<file path="src/rtl/fu_wb_arb_pkg.sv">
// Shared constants for the functional-unit writeback arbiter: source count,
// result width, tag widths and the fixed functional-unit index map.
package fu_wb_arb_pkg;

    localparam int NFU   = 5;
    localparam int XLEN  = 32;
    localparam int RD_W  = 5;
    localparam int SRC_W = 3;

    localparam int FU_ALU  = 0;
    localparam int FU_MEM  = 1;
    localparam int FU_MUL  = 2;
    localparam int FU_DIV  = 3;
    localparam int FU_JUMP = 4;

    // Width of an index into n sources; a single source still needs one bit.
    function automatic int idx_w(input int n);
        return (n > 1) ? $clog2(n) : 1;
    endfunction

endpackage

</file>
<file path="src/rtl/rr_arbiter.sv">
// Round-robin arbiter: grants the first requester strictly after last_grant,
// wrapping back to index 0, so the last winner has the lowest priority.
module rr_arbiter #(
    parameter int N  = 5,
    parameter int IW = 3
) (
    input  logic [N-1:0]  req,
    input  logic [IW-1:0] last_grant,
    output logic [N-1:0]  grant,
    output logic [IW-1:0] grant_idx,
    output logic          any
);

    // NOTE: every output gets a default before the search loops, so no path
    // through this block leaves a value unassigned and no latch is inferred.
    always_comb begin
        grant     = '0;
        grant_idx = '0;
        any       = 1'b0;
        for (int j = 0; j < N; j++) begin
            if (!any && req[j] && (j > int'(last_grant))) begin
                any       = 1'b1;
                grant[j]  = 1'b1;
                grant_idx = IW'(j);
            end
        end
        // Wrapped half of the circular search: indices up to and including last_grant.
        for (int j = 0; j < N; j++) begin
            if (!any && req[j] && (j <= int'(last_grant))) begin
                any       = 1'b1;
                grant[j]  = 1'b1;
                grant_idx = IW'(j);
            end
        end
    end

endmodule

</file>
<file path="src/rtl/fu_wb_arb.sv">
// Writeback arbiter: one holding buffer per functional unit, drained one
// result per cycle onto the register-file write port in round-robin order.
module fu_wb_arb #(
    parameter int NFU  = fu_wb_arb_pkg::NFU,
    parameter int XLEN = fu_wb_arb_pkg::XLEN
) (
    input  logic                              clk,
    input  logic                              rst,
    input  logic [NFU-1:0]                    fu_finish,
    input  logic [NFU*XLEN-1:0]               fu_res,
    input  logic [NFU*fu_wb_arb_pkg::RD_W-1:0] fu_rd,
    output logic                              wb_valid,
    output logic                              wb_we,
    output logic [fu_wb_arb_pkg::RD_W-1:0]    wb_rd,
    output logic [XLEN-1:0]                   wb_data,
    output logic [fu_wb_arb_pkg::SRC_W-1:0]   wb_src,
    output logic [NFU-1:0]                    fu_hold,
    output logic                              ovf_err
);

    import fu_wb_arb_pkg::*;

    localparam int IW = idx_w(NFU);

    logic [NFU-1:0]  valid_q, valid_d;
    logic [RD_W-1:0] rd_q   [NFU];
    logic [RD_W-1:0] rd_d   [NFU];
    logic [XLEN-1:0] data_q [NFU];
    logic [XLEN-1:0] data_d [NFU];
    logic [IW-1:0]   last_q, last_d;
    logic            ovf_q, ovf_d;

    logic [NFU-1:0]  grant;
    logic [IW-1:0]   grant_idx;
    logic            any;
    logic            retire;
    logic [NFU-1:0]  grant_eff;

    rr_arbiter #(
        .N  (NFU),
        .IW (IW)
    ) u_arb (
        .req        (valid_q),
        .last_grant (last_q),
        .grant      (grant),
        .grant_idx  (grant_idx),
        .any        (any)
    );

    // Nothing retires while reset is held, even if stale entries are still valid.
    assign retire    = any & ~rst;
    assign grant_eff = grant & {NFU{~rst}};

    always_comb begin
        valid_d = valid_q;
        rd_d    = rd_q;
        data_d  = data_q;
        last_d  = last_q;
        ovf_d   = ovf_q;
        if (rst) begin
            valid_d = '0;
            for (int i = 0; i < NFU; i++) begin
                rd_d[i]   = '0;
                data_d[i] = '0;
            end
            last_d = IW'(NFU - 1);
            ovf_d  = 1'b0;
        end else begin
            for (int i = 0; i < NFU; i++) begin
                if (fu_finish[i]) begin
                    // A granted entry leaves this cycle, so the slot can take the new result.
                    if (!valid_q[i] || grant[i]) begin
                        valid_d[i] = 1'b1;
                        rd_d[i]    = fu_rd[RD_W*i +: RD_W];
                        data_d[i]  = fu_res[XLEN*i +: XLEN];
                    end else begin
                        ovf_d = 1'b1;
                    end
                end else if (grant[i]) begin
                    valid_d[i] = 1'b0;
                end
            end
            if (any) begin
                last_d = grant_idx;
            end
        end
    end

    // NOTE: state registers use non-blocking assignments so every flop samples
    // the pre-edge value of its next-state, independent of statement order.
    // NOTE: the rd/data arrays are reset along with the valid bits so that a
    // cleared buffer holds a defined zero payload rather than stale results.
    always_ff @(posedge clk) begin
        valid_q <= valid_d;
        rd_q    <= rd_d;
        data_q  <= data_d;
        last_q  <= last_d;
        ovf_q   <= ovf_d;
    end

    always_comb begin
        wb_rd   = '0;
        wb_data = '0;
        for (int i = 0; i < NFU; i++) begin
            if (grant_eff[i]) begin
                wb_rd   = wb_rd | rd_q[i];
                wb_data = wb_data | data_q[i];
            end
        end
    end

    assign wb_valid = retire;
    assign wb_we    = retire & (wb_rd != '0);
    assign wb_src   = retire ? SRC_W'(grant_idx) : '0;
    assign fu_hold  = rst ? '0 : valid_q;
    assign ovf_err  = ovf_q & ~rst;

endmodule

</file>
<file path="config.mk">
export PLATFORM = sky130hd
export DESIGN_NAME = fu_wb_arb
export DESIGN_NICKNAME = d
export VERILOG_FILES = /design/src/rtl/fu_wb_arb_pkg.sv /design/src/rtl/rr_arbiter.sv /design/src/rtl/fu_wb_arb.sv
export SDC_FILE = /design/constraint.sdc
export NUM_CORES = 1
export LEC_CHECK = 0
export BUFFER_PORTS_ARGS = -buffer_cell sky130_fd_sc_hd__buf_4
export CAP_MARGIN = 15
export CORE_UTILIZATION = 55
export CTS_CLUSTER_SIZE = 12
export DETAILED_ROUTE_END_ITERATION = 6
export PLACE_DENSITY_LB_ADDON = 0.12
export SETUP_SLACK_MARGIN = 0.02
export SLEW_MARGIN = 20
export SYNTH_ARGS = -nofsm -noshare
export SYNTH_HDL_FRONTEND = slang
export SYNTH_HIERARCHICAL = 1
export SYNTH_SLANG_ARGS = --single-unit
</file>
<file path="constraint.sdc">
create_clock -name clk -period 7.85 [get_ports clk]
set_clock_uncertainty 0.05 [all_clocks]
set_input_delay 2.355 -clock clk [delete_from_list [all_inputs] [get_ports clk]]
set_output_delay 2.355 -clock clk [all_outputs]
set_load 0.02 [all_outputs]
</file>
Yosys cells after proc, flatten, opt, wreduce, memory -nomap -nowiden
Cells that the tools add are included.

cells by class
  $lt $le $gt $ge = 8
  eq/ne operators = 5
  multiplexer cells = 64
  bitwise logic cells = 13
  reduce and logical (&&, ||, !) cells = 50

operators by type and width
  cell                  count
  $mux W32              5
  $or A32 B32 Y32       4
  $mux W1               44
  $mux W5               6
  $mux W3               9
  $or A5 B5 Y5          4
  $reduce_and A2 Y1     10
  $logic_and A1 B1 Y1   16
  $logic_not A1 Y1      13
  $ne A2 B1 Y1 const B  5
  $reduce_bool A2 Y1    5
  $gt A2 B3 Y1 const A  2
  $le A2 B3 Y1 const A  2
  $and A5 B5 Y5         1
  $logic_or A1 B1 Y1    5
  $reduce_bool A5 Y1    1
  $and A1 B1 Y1         3
  $gt A1 B3 Y1 const A  1
  $gt A3 B3 Y1 const A  1
  $le A1 B3 Y1 const A  1
  $le A3 B3 Y1 const A  1
  $not A1 Y1            1

storage, ports and cells
  bits in registers = 194
  bits of input ports = 192
  output and inout bits = 48
  word-level logic and storage cells = 157

Logic depth before layout (Yosys ltp)
Gate-level depths: netlist of the first run.

  depth after elaboration = 46
  gate-level depth with buffers = 11
  depth with buffers taken out = 8

Hierarchy
The synthesis of the first run kept the hierarchy.

modules (own cells, without submodules)
  module      instances  cells each  area each (sq um)  sequential area each (sq um)
  fu_wb_arb   1          1,029       7,737.4            3,883.7
  rr_arbiter  1          42          265.3              0.0

Worst setup path before layout of the first run
No wires, ideal clock.

  path type = input port to output port
  start point = input port rst
  end point = output port wb_data[10]
  arrival = 3.353 ns
  data required time = 5.445 ns
  slack = 2.092 ns
  cell stages on the path = 6
  path buffers = 3
  path through = buf_2 nor2b_1 clkbuf_1 clkbuf_1 a22oi_1 nand3_1

on the way
  longest elaborated chain between the ends = 11

ends and longest elaborated chain
  what             line              text
  start, declared  fu_wb_arb.sv:8    input logic rst,
  $not A1 Y1 *     fu_wb_arb.sv:52   assign grant_eff = grant & {NFU{~rst}};
  $and A5 B5 Y5 *  fu_wb_arb.sv:52
  $mux W32         fu_wb_arb.sv:105  if (grant_eff[i]) begin
  $or A32 B32 Y32  fu_wb_arb.sv:107  wb_data = wb_data | data_q[i];
  $mux W32         fu_wb_arb.sv:105
  $or A32 B32 Y32  fu_wb_arb.sv:107
  $mux W32         fu_wb_arb.sv:105
  $or A32 B32 Y32  fu_wb_arb.sv:107
  $mux W32         fu_wb_arb.sv:105
  $or A32 B32 Y32  fu_wb_arb.sv:107
  $mux W32 *       fu_wb_arb.sv:105
  end, declared    fu_wb_arb.sv:15   output logic [XLEN-1:0] wb_data,

Every way passes the cells marked *; elsewhere a longest branch is shown, timed or not.

Final worst setup path of the first run
  start point = input port rst
  end point = output port fu_hold[0]

on the way
  longest elaborated chain between the ends = 1

ends and longest elaborated chain
  what           line              text
  $mux W5        fu_wb_arb.sv:115  assign fu_hold = rst ? '0 : valid_q;
  end, declared  fu_wb_arb.sv:17   output logic [NFU-1:0] fu_hold,

No other way between the ends.

==> results of run 1 <==
power by group through the flow:
stage               clock network [mW]  logic, mW  registers (mW)
detailed placement                   0      0.357            1.11
finish                           0.906      0.362            1.09
global route                     0.946      0.391            1.10
floorplan                            0      0.204            1.10
CTS                              0.911      0.359            1.09
global placement                     0      0.351            1.11
tightest hold or removal path: cells and delay by family (launching register included):
family | cells | cell delay, ns
flops | 1 | 0.31
simple gates | 1 | 0.05
compound gates | 1 | 0.05
placed cells by master (no fill, tap or decap), types with 3 or more instances in the layout:
master     instances
a22oi_1           72
nor2_1            16
nor2b_4           10
mux2i_1            3
and2_1             3
nor3_1             4
bufinv_16          3
clkbuf_16         17
a21oi_1          192
nand3_1           33
o21a_1             5
nor2b_1           14
nand2b_2           5
buf_4            241
dfxtp_1          194
a222oi_1           5
clkbuf_8           3
nand2_1          406
registers in the layout (all words and copies together), names as in the netlist:
signal	cells
ovf_q	1
valid_q	5
rd_q	25
last_q	3
data_q	160
cell type report:
type	count	area, µm²	area share [%]
Sequential cell	194	3880	37.3
Timing Repair Buffer	242	1820	17.5
Inverter	2	7.51	0.0722
Clock buffer	21	470	4.52
Clock inverter	11	150	1.44
Multi-Input combinational cell	790	3840	36.9
Tap cell	180	225	2.17
logic make-up (layout without fill, tap and decap cells):
logic type      after synthesis  after routing  share of synthesized area, %
simple gates                502            502                          25.6
compound gates              285            285                          21.0
flops                       194            194                          48.5
buf+inv                      87            276                          4.57
mux                           3              3                         0.375
how the worst max path moves through the flow:
stage / startpoint / to / slack, ns / depth (start not counted)
floorplan: rst / wb_data[10] / 2.09 / 6
global placement: rst / fu_hold[0] / 1.25 / 4
detailed placement: rst / fu_hold[0] / 1.24 / 4
CTS: rst / fu_hold[0] / 1.24 / 4
global route: rst / fu_hold[3] / 1.08 / 4
finish: rst / fu_hold[0] / 1.22 / 4
routing by layer:
layer / vias up / GRT usage, %
met3: 67 / 6.41
met5: - / 0
met1: 3834 / 42.8
met2: 462 / 55.1
li1: 3948 / -
met4: 0 / 18.1
==> reports/metrics.yaml, run 1 <==
timing.critical_path.slowest_stage_cell: "buf_4"
first_pass_iters: 6
synth_top_cells_by_count: "406 x nand2_1, 194 x dfxtp_1, 192 x a21oi_1"
tritoncts_num_sinks: 194
hpwl_um: 16000
cts-buffers-inserted: 17
dr.max_layer_used: "met4"
dp_worst_setup_slack_ns: 1.24
hold_viol: 0
achievable-frequency_mhz: 151
pwr_total_mw: 2.36
ctsRootBufferMaster: "clkbuf_16"
synth_warnings: 6
global_route_wire_length_before_repair_um: 38500
numPortBuffers: 239
cp_top_family: "buffers and inverters"
clock_tree_buf_depth: 2
detailroute.wirelength.met3_um: 2210
viasPerCell: 5.77
hold-path-endpoint: "data_q[126]$_SDFFE_PP0P_"
swShare_pct: 26.8
num_antenna_cells: 0
synth_area_per_cell_um2: 7.47
replace_congestion: 0.870
cts_hold_buf: 0
total_switching_power_uw: 632
slew_viol_final: 0
first_global_vias: 7750
critical_path.startpoint_type: "primary input"
final_util_pct: 74.1
cts_tree: "built"
initial_antenna_violation_count: 0
path_type_of_the_worst_setup_path: "in2out"
regToRegSetupSlack_ns: 4.71
cts_resized: 0
ys_types: 34
synth_enable_flop_cells: 0
final.fill_count: 1135
cpPeakStageDelay_ns: 0.78
drt_wl_total_um: 25400
route.vias.total: 8311
postSynthRegisterBits: 194
die_w_um: 123
ir_drop_mv: 0.171
tightestPinTransition_ns: 1.09
comb_power_share_pct: 15.3
clk_latency_ns: 0.44
first_iter_violations: 893
timing.hold.ws_ns: 0.405
layout-drive-gt1-share_pct: 23.2
layout-area-overhead-vs-synth_pct: 29.9
grt_max_degree: 128
wl_per_instance_um: 17.6
power_density_nw_per_um2: 227
pwr-share-seq_pct: 46.3
outcome: "completed"
finalSetupViolCount: 0
finalWorstSetupSlack_ns: 1.22
ios: 240
post_place_cell_area_um2: 9780
arrival_ns: 4.23
top_reg_cell_synth: "dfxtp_1"
end_kind: "output pin"
clock_tree.htree_level_count: 4
grt_overflow: 0
critPathRequiredTime_ns: 5.45
seq_area_frac_synth_pct: 48.5
drcViolationCount: 0
power_report.internal_total_mw: 1.73
count_leader_synth: "nand2_1"
cell_types_occupying_the_most_area_after_synthesis: "dfxtp_1 49%, nand2_1 19%, a21oi_1 12%"
crit_fanout: 127
maxSlewHeadroom_pct: 27.0
crit-reg2reg-capture: "data_q[15]$_SDFFE_PP0P_"
met2_length_um: 12100
crit_path_cell_trace: "buf_6 > buf_4 > nor2b_1 > buf_4"
postSynthNetCount: 1263
postLayoutCellArea_um2: 10400
cells_after_dpl: 1408
worst_hold_path.num_cells: 2
fin_cells: 1440
die-height_um: 123
hold_path.class: "reg2reg"
clk_pin_slew_ns: 0.07
antenna_violating_nets_post_route: 0
synth_largest_area_cell: "dfxtp_1"
hold_start: "data_q[126]$_SDFFE_PP0P_"
design.die.area_um2: 15000
cpMostUsedCell: "buf_4"
share_of_the_cycle_needed_by_the_critical_path_after_routing_pct: 84.5
grt_use_total_pct: 34.0
synth.cell_area_um2: 8000
core_area_um2: 14000
startpoint_of_the_most_critical_register_to_register_path: "last_q[2]$_SDFFE_PP1P_"
fraction_of_registers_with_async_set_or_reset_after_synthesis_pct: 0
setup_tns_ns: 0
p_clk_share_pct: 38.4
max_cap_viol_count: 0
post_cts.repair.setup_buffers: 0
synth_largest_type_area_fraction_pct: 48.5
finalWorstPathRequiredPeriod_ns: 6.63
p_leak_nw: 4.35
worstPathBufferInverterCount: 3
nets: 1439
netlist_instances: 1071
rows: 43
reg2reg_depth: 8
initial_core_util_pct: 57.0
grt_setup_unrepaired: "false"
wl_met1_um: 10200
(Power assumes the default switching activity.)
==> run 2, diff against run 1 <==
--- a/config.mk
+++ b/config.mk
@@ -5,9 +5,10 @@
 export SDC_FILE = /design/constraint.sdc
 export NUM_CORES = 1
 export LEC_CHECK = 0
+export ABC_AREA = 1
 export BUFFER_PORTS_ARGS = -buffer_cell sky130_fd_sc_hd__buf_4
 export CAP_MARGIN = 15
-export CORE_UTILIZATION = 55
+export CORE_UTILIZATION = 47
 export CTS_CLUSTER_SIZE = 12
 export DETAILED_ROUTE_END_ITERATION = 6
 export PLACE_DENSITY_LB_ADDON = 0.12
==> constraint.sdc (replaced) <==
create_clock -name clk -period 5.55 [get_ports clk]
set_clock_uncertainty 0.05 [all_clocks]
set_input_delay 1.665 -clock clk [delete_from_list [all_inputs] [get_ports clk]]
set_output_delay 1.665 -clock clk [all_outputs]
set_load 0.02 [all_outputs]
==> run 2 against run 1 <==
Sequential power grew 47%. Clock power grew 45%. Design area grew 2.4%. Die area grew 20%. Global-route usage shrank 4.8 points. Count of clock-buffer cells in the layout shrank 3. Sequential cell count is the same. Wire length grew 2.2%. Utilization shrank 12 points. Hold slack gained 0.0062 ns. Register-to-register slack lost 2.2 ns. Largest power group unchanged. Area after synthesis grew 3.1%.
==> reports/metrics.yaml, run 2 <==
outcome: "completed"
power_density_nw_per_um2: 337  # +49%
first_iter_violations: 524  # -41%
drt_wl_total_um: 25900  # +2.2%
cts_tree: "built"
netlist_instances: 1198  # +12%
cells_after_dpl: 1599  # +14%
finalWorstSetupSlack_ns: 0.645  # -0.573 ns
clk_latency_ns: 0.43  # about the same
post_place_cell_area_um2: 10000  # +2.6%
seq_area_frac_synth_pct: 47.1  # -1.4 points
postLayoutCellArea_um2: 10700  # +2.4%
rows: 48  # +12%
finalWorstPathRequiredPeriod_ns: 4.90
grt_overflow: 0  # unchanged
registers_with_the_most_flip_flops: "data_q (160), rd_q (25), valid_q (5)"
tightestPinTransition_ns: 0.979  # -0.114 ns
hpwl_um: 17800  # +11%
hold_start: "rd_q[2]$_SDFFE_PP0P_"
max_cap_viol_count: 0  # unchanged
largest_register_ffs: 160  # unchanged
pwr-share-seq_pct: 44.6  # -1.7 points
die-height_um: 134  # +9.7%
drcViolationCount: 0  # unchanged
cell_types_occupying_the_most_area_after_synthesis: "dfxtp_1 47%, nor2_1 18%, o21ai_0 10%"
critical_path.startpoint_type: "primary input"
cts-buffers-inserted: 17  # unchanged
regToRegSetupSlack_ns: 2.50  # -2.21 ns
ctsRootBufferMaster: "clkbuf_16"
postSynthNetCount: 1390  # +10%
synth_warnings: 6  # unchanged
setup_tns_ns: 0  # unchanged
total_switching_power_mw: 1.03  # +64%
ir_drop_mv: 0.221  # +29%
crit-reg2reg-capture: "data_q[4]$_SDFFE_PP0P_"
share_of_the_cycle_needed_by_the_critical_path_after_routing_pct: 88.4
initial_antenna_violation_count: 0  # unchanged
numPortBuffers: 239  # unchanged
ys_types: 27  # -21%
crit_fanout: 24  # -81%
nets: 1585  # +10%
synth_area_per_cell_um2: 6.88  # -7.9%
final_util_pct: 61.8  # -12 points
cts_hold_buf: 0  # unchanged
power_report.internal_total_mw: 2.56  # +48%
global_route_wire_length_before_repair_um: 40400  # +4.9%
achievable-frequency_mhz: 204
pwr_total_mw: 3.59  # +52%
post_cts.repair.setup_buffers: 0  # unchanged
critPathRequiredTime_ns: 3.84  # -1.61 ns
reg2reg_depth: 12  # +4
die_w_um: 134  # +9.7%
synth.cell_area_um2: 8250  # +3.1%
path_type_of_the_worst_setup_path: "in2out"
final_common_cell: "nor2_1"
tritoncts_num_sinks: 194  # unchanged
postSynthRegisterBits: 194  # unchanged
grt_use_total_pct: 29.2  # -4.8 points
synth_enable_flop_cells: 0  # unchanged
top_reg_cell_synth: "dfxtp_1"
arrival_ns: 3.19  # -1.04 ns
synth_largest_area_cell: "dfxtp_1"
comb_power_share_pct: 18.9  # +3.6 points
first_global_vias: 7876  # +1.6%
swShare_pct: 28.8  # +2.0 points
layout-drive-gt1-share_pct: 22.0  # -1.2 points
slew_viol_final: 0  # unchanged
antenna_violating_nets_post_route: 0  # unchanged
layout.cells.most_common_list: "387 x nor2_1, 248 x buf_4, 197 x nand2_1, 194 x dfxtp_1, 172 x o21ai_0"
layout-area-overhead-vs-synth_pct: 29.1
grt_max_degree: 114  # -11%
ios: 240  # unchanged
wl_per_instance_um: 15.9  # -9.7%
synth_top_cells_by_count: "387 x nor2_1, 197 x nand2_1, 194 x dfxtp_1"
hold-path-endpoint: "rd_q[2]$_SDFFE_PP0P_"
num_antenna_cells: 0  # unchanged
cts_resized: 0  # unchanged
hold_path.class: "reg2reg"
p_clk_share_pct: 36.4  # -2.0 points
design.die.area_um2: 18100  # +20%
core_area_um2: 17200  # +23%
clk_pin_slew_ns: 0.06  # about the same
first_pass_iters: 5  # -1
timing.hold.ws_ns: 0.411  # +0.00623 ns
p_leak_nw: 5.00  # +15%
fraction_of_registers_with_async_set_or_reset_after_synthesis_pct: 0  # unchanged
synth_largest_type_area_fraction_pct: 47.1  # -1.4 points
initial_core_util_pct: 47.9  # -9.1 points
grt_setup_unrepaired: "false"
maxSlewHeadroom_pct: 34.7  # +7.7 points
route.vias.total: 8411  # +1.2%
top_register: "data_q"
startpoint_of_the_most_critical_register_to_register_path: "last_q[2]$_SDFFE_PP1P_"
hold_viol: 0  # unchanged
replace_congestion: 1.05  # +21%
count_leader_synth: "nor2_1"
finalSetupViolCount: 0  # unchanged
clock_tree.htree_level_count: 4  # unchanged
fin_cells: 1629  # +13%
end_kind: "output pin"
viasPerCell: 5.16  # -11%
worst_hold_path.num_cells: 2  # unchanged
dp_worst_setup_slack_ns: 0.661  # -0.574 ns
clock_tree_buf_depth: 2  # unchanged
run 2: cell types whose count changed after synthesis, moves of 11 or more:
cell / before / now
o21ai_0: 2 / 172
o21ai_1: 0 / 19
inv_1: 2 / 30
nor2_1: 16 / 387
nand3_1: 33 / 48
a21oi_1: 192 / 41
buf_1: 17 / 1
inv_2: 0 / 11
a22oi_1: 72 / 0
nand2_1: 406 / 197
clkbuf_1: 37 / 22
nor2b_1: 24 / 0
run 2: worst max path at each step:
stage | start | endpoint | depth (start not counted)
final | rst | wb_data[5] | 8
after global routing | rst | wb_data[6] | 8
after CTS | rst | wb_data[6] | 8
after detailed placement | rst | wb_data[6] | 8
after global placement | rst | wb_data[5] | 8
after floorplan | rst | wb_we | 4
run 2: layout make-up:
cell class | count | area, µm²
Clock buffer | 18 | 439
Clock inverter | 12 | 181
Fill cell | 1639 | 6590
Inverter | 42 | 161
Multi-Input combinational cell | 889 | 3820
Sequential cell | 194 | 3880
Tap cell | 225 | 282
Timing Repair Buffer | 249 | 1880
run 2: kinds of logic (layout without fill, tap and decap cells):
| family | count (synthesis) | after routing | share of synthesized area (%) |
|---|---|---|---|
| AOI/OAI and AO/OA | 234 | 234 | 14.2 |
| buffers and inverters | 115 | 321 | 6.64 |
| DFF | 194 | 194 | 47.1 |
| and+or+nand+nor | 655 | 655 | 32.0 |
run 2: routing by layer:
layer	GRT usage, %	wire length (µm)	up-vias
li1	-	-	4210
met4	13.0	830	0
met3	5.03	2000	49
met5	0	0	-
met1	37.2	11000	3793
met2	48.5	12100	359
run 2: critical path, cell delays in order:
cell     delay [ns]
buf_4          0.22
nor2_4         0.53
buf_4          0.32
nand2_1        0.07
nand2_1        0.07
a21oi_1        0.05
nand3_1        0.10
buf_4          0.15
run 2: power by group through the flow:
stage                     registers, mW  clock network, mW  logic [mW]
after floorplan                    1.61                  0       0.418
after global placement             1.63                  0       0.671
after detailed placement           1.64                  0       0.679
after CTS                          1.60               1.32       0.681
after global routing               1.62               1.37       0.755
final                              1.60               1.31       0.680
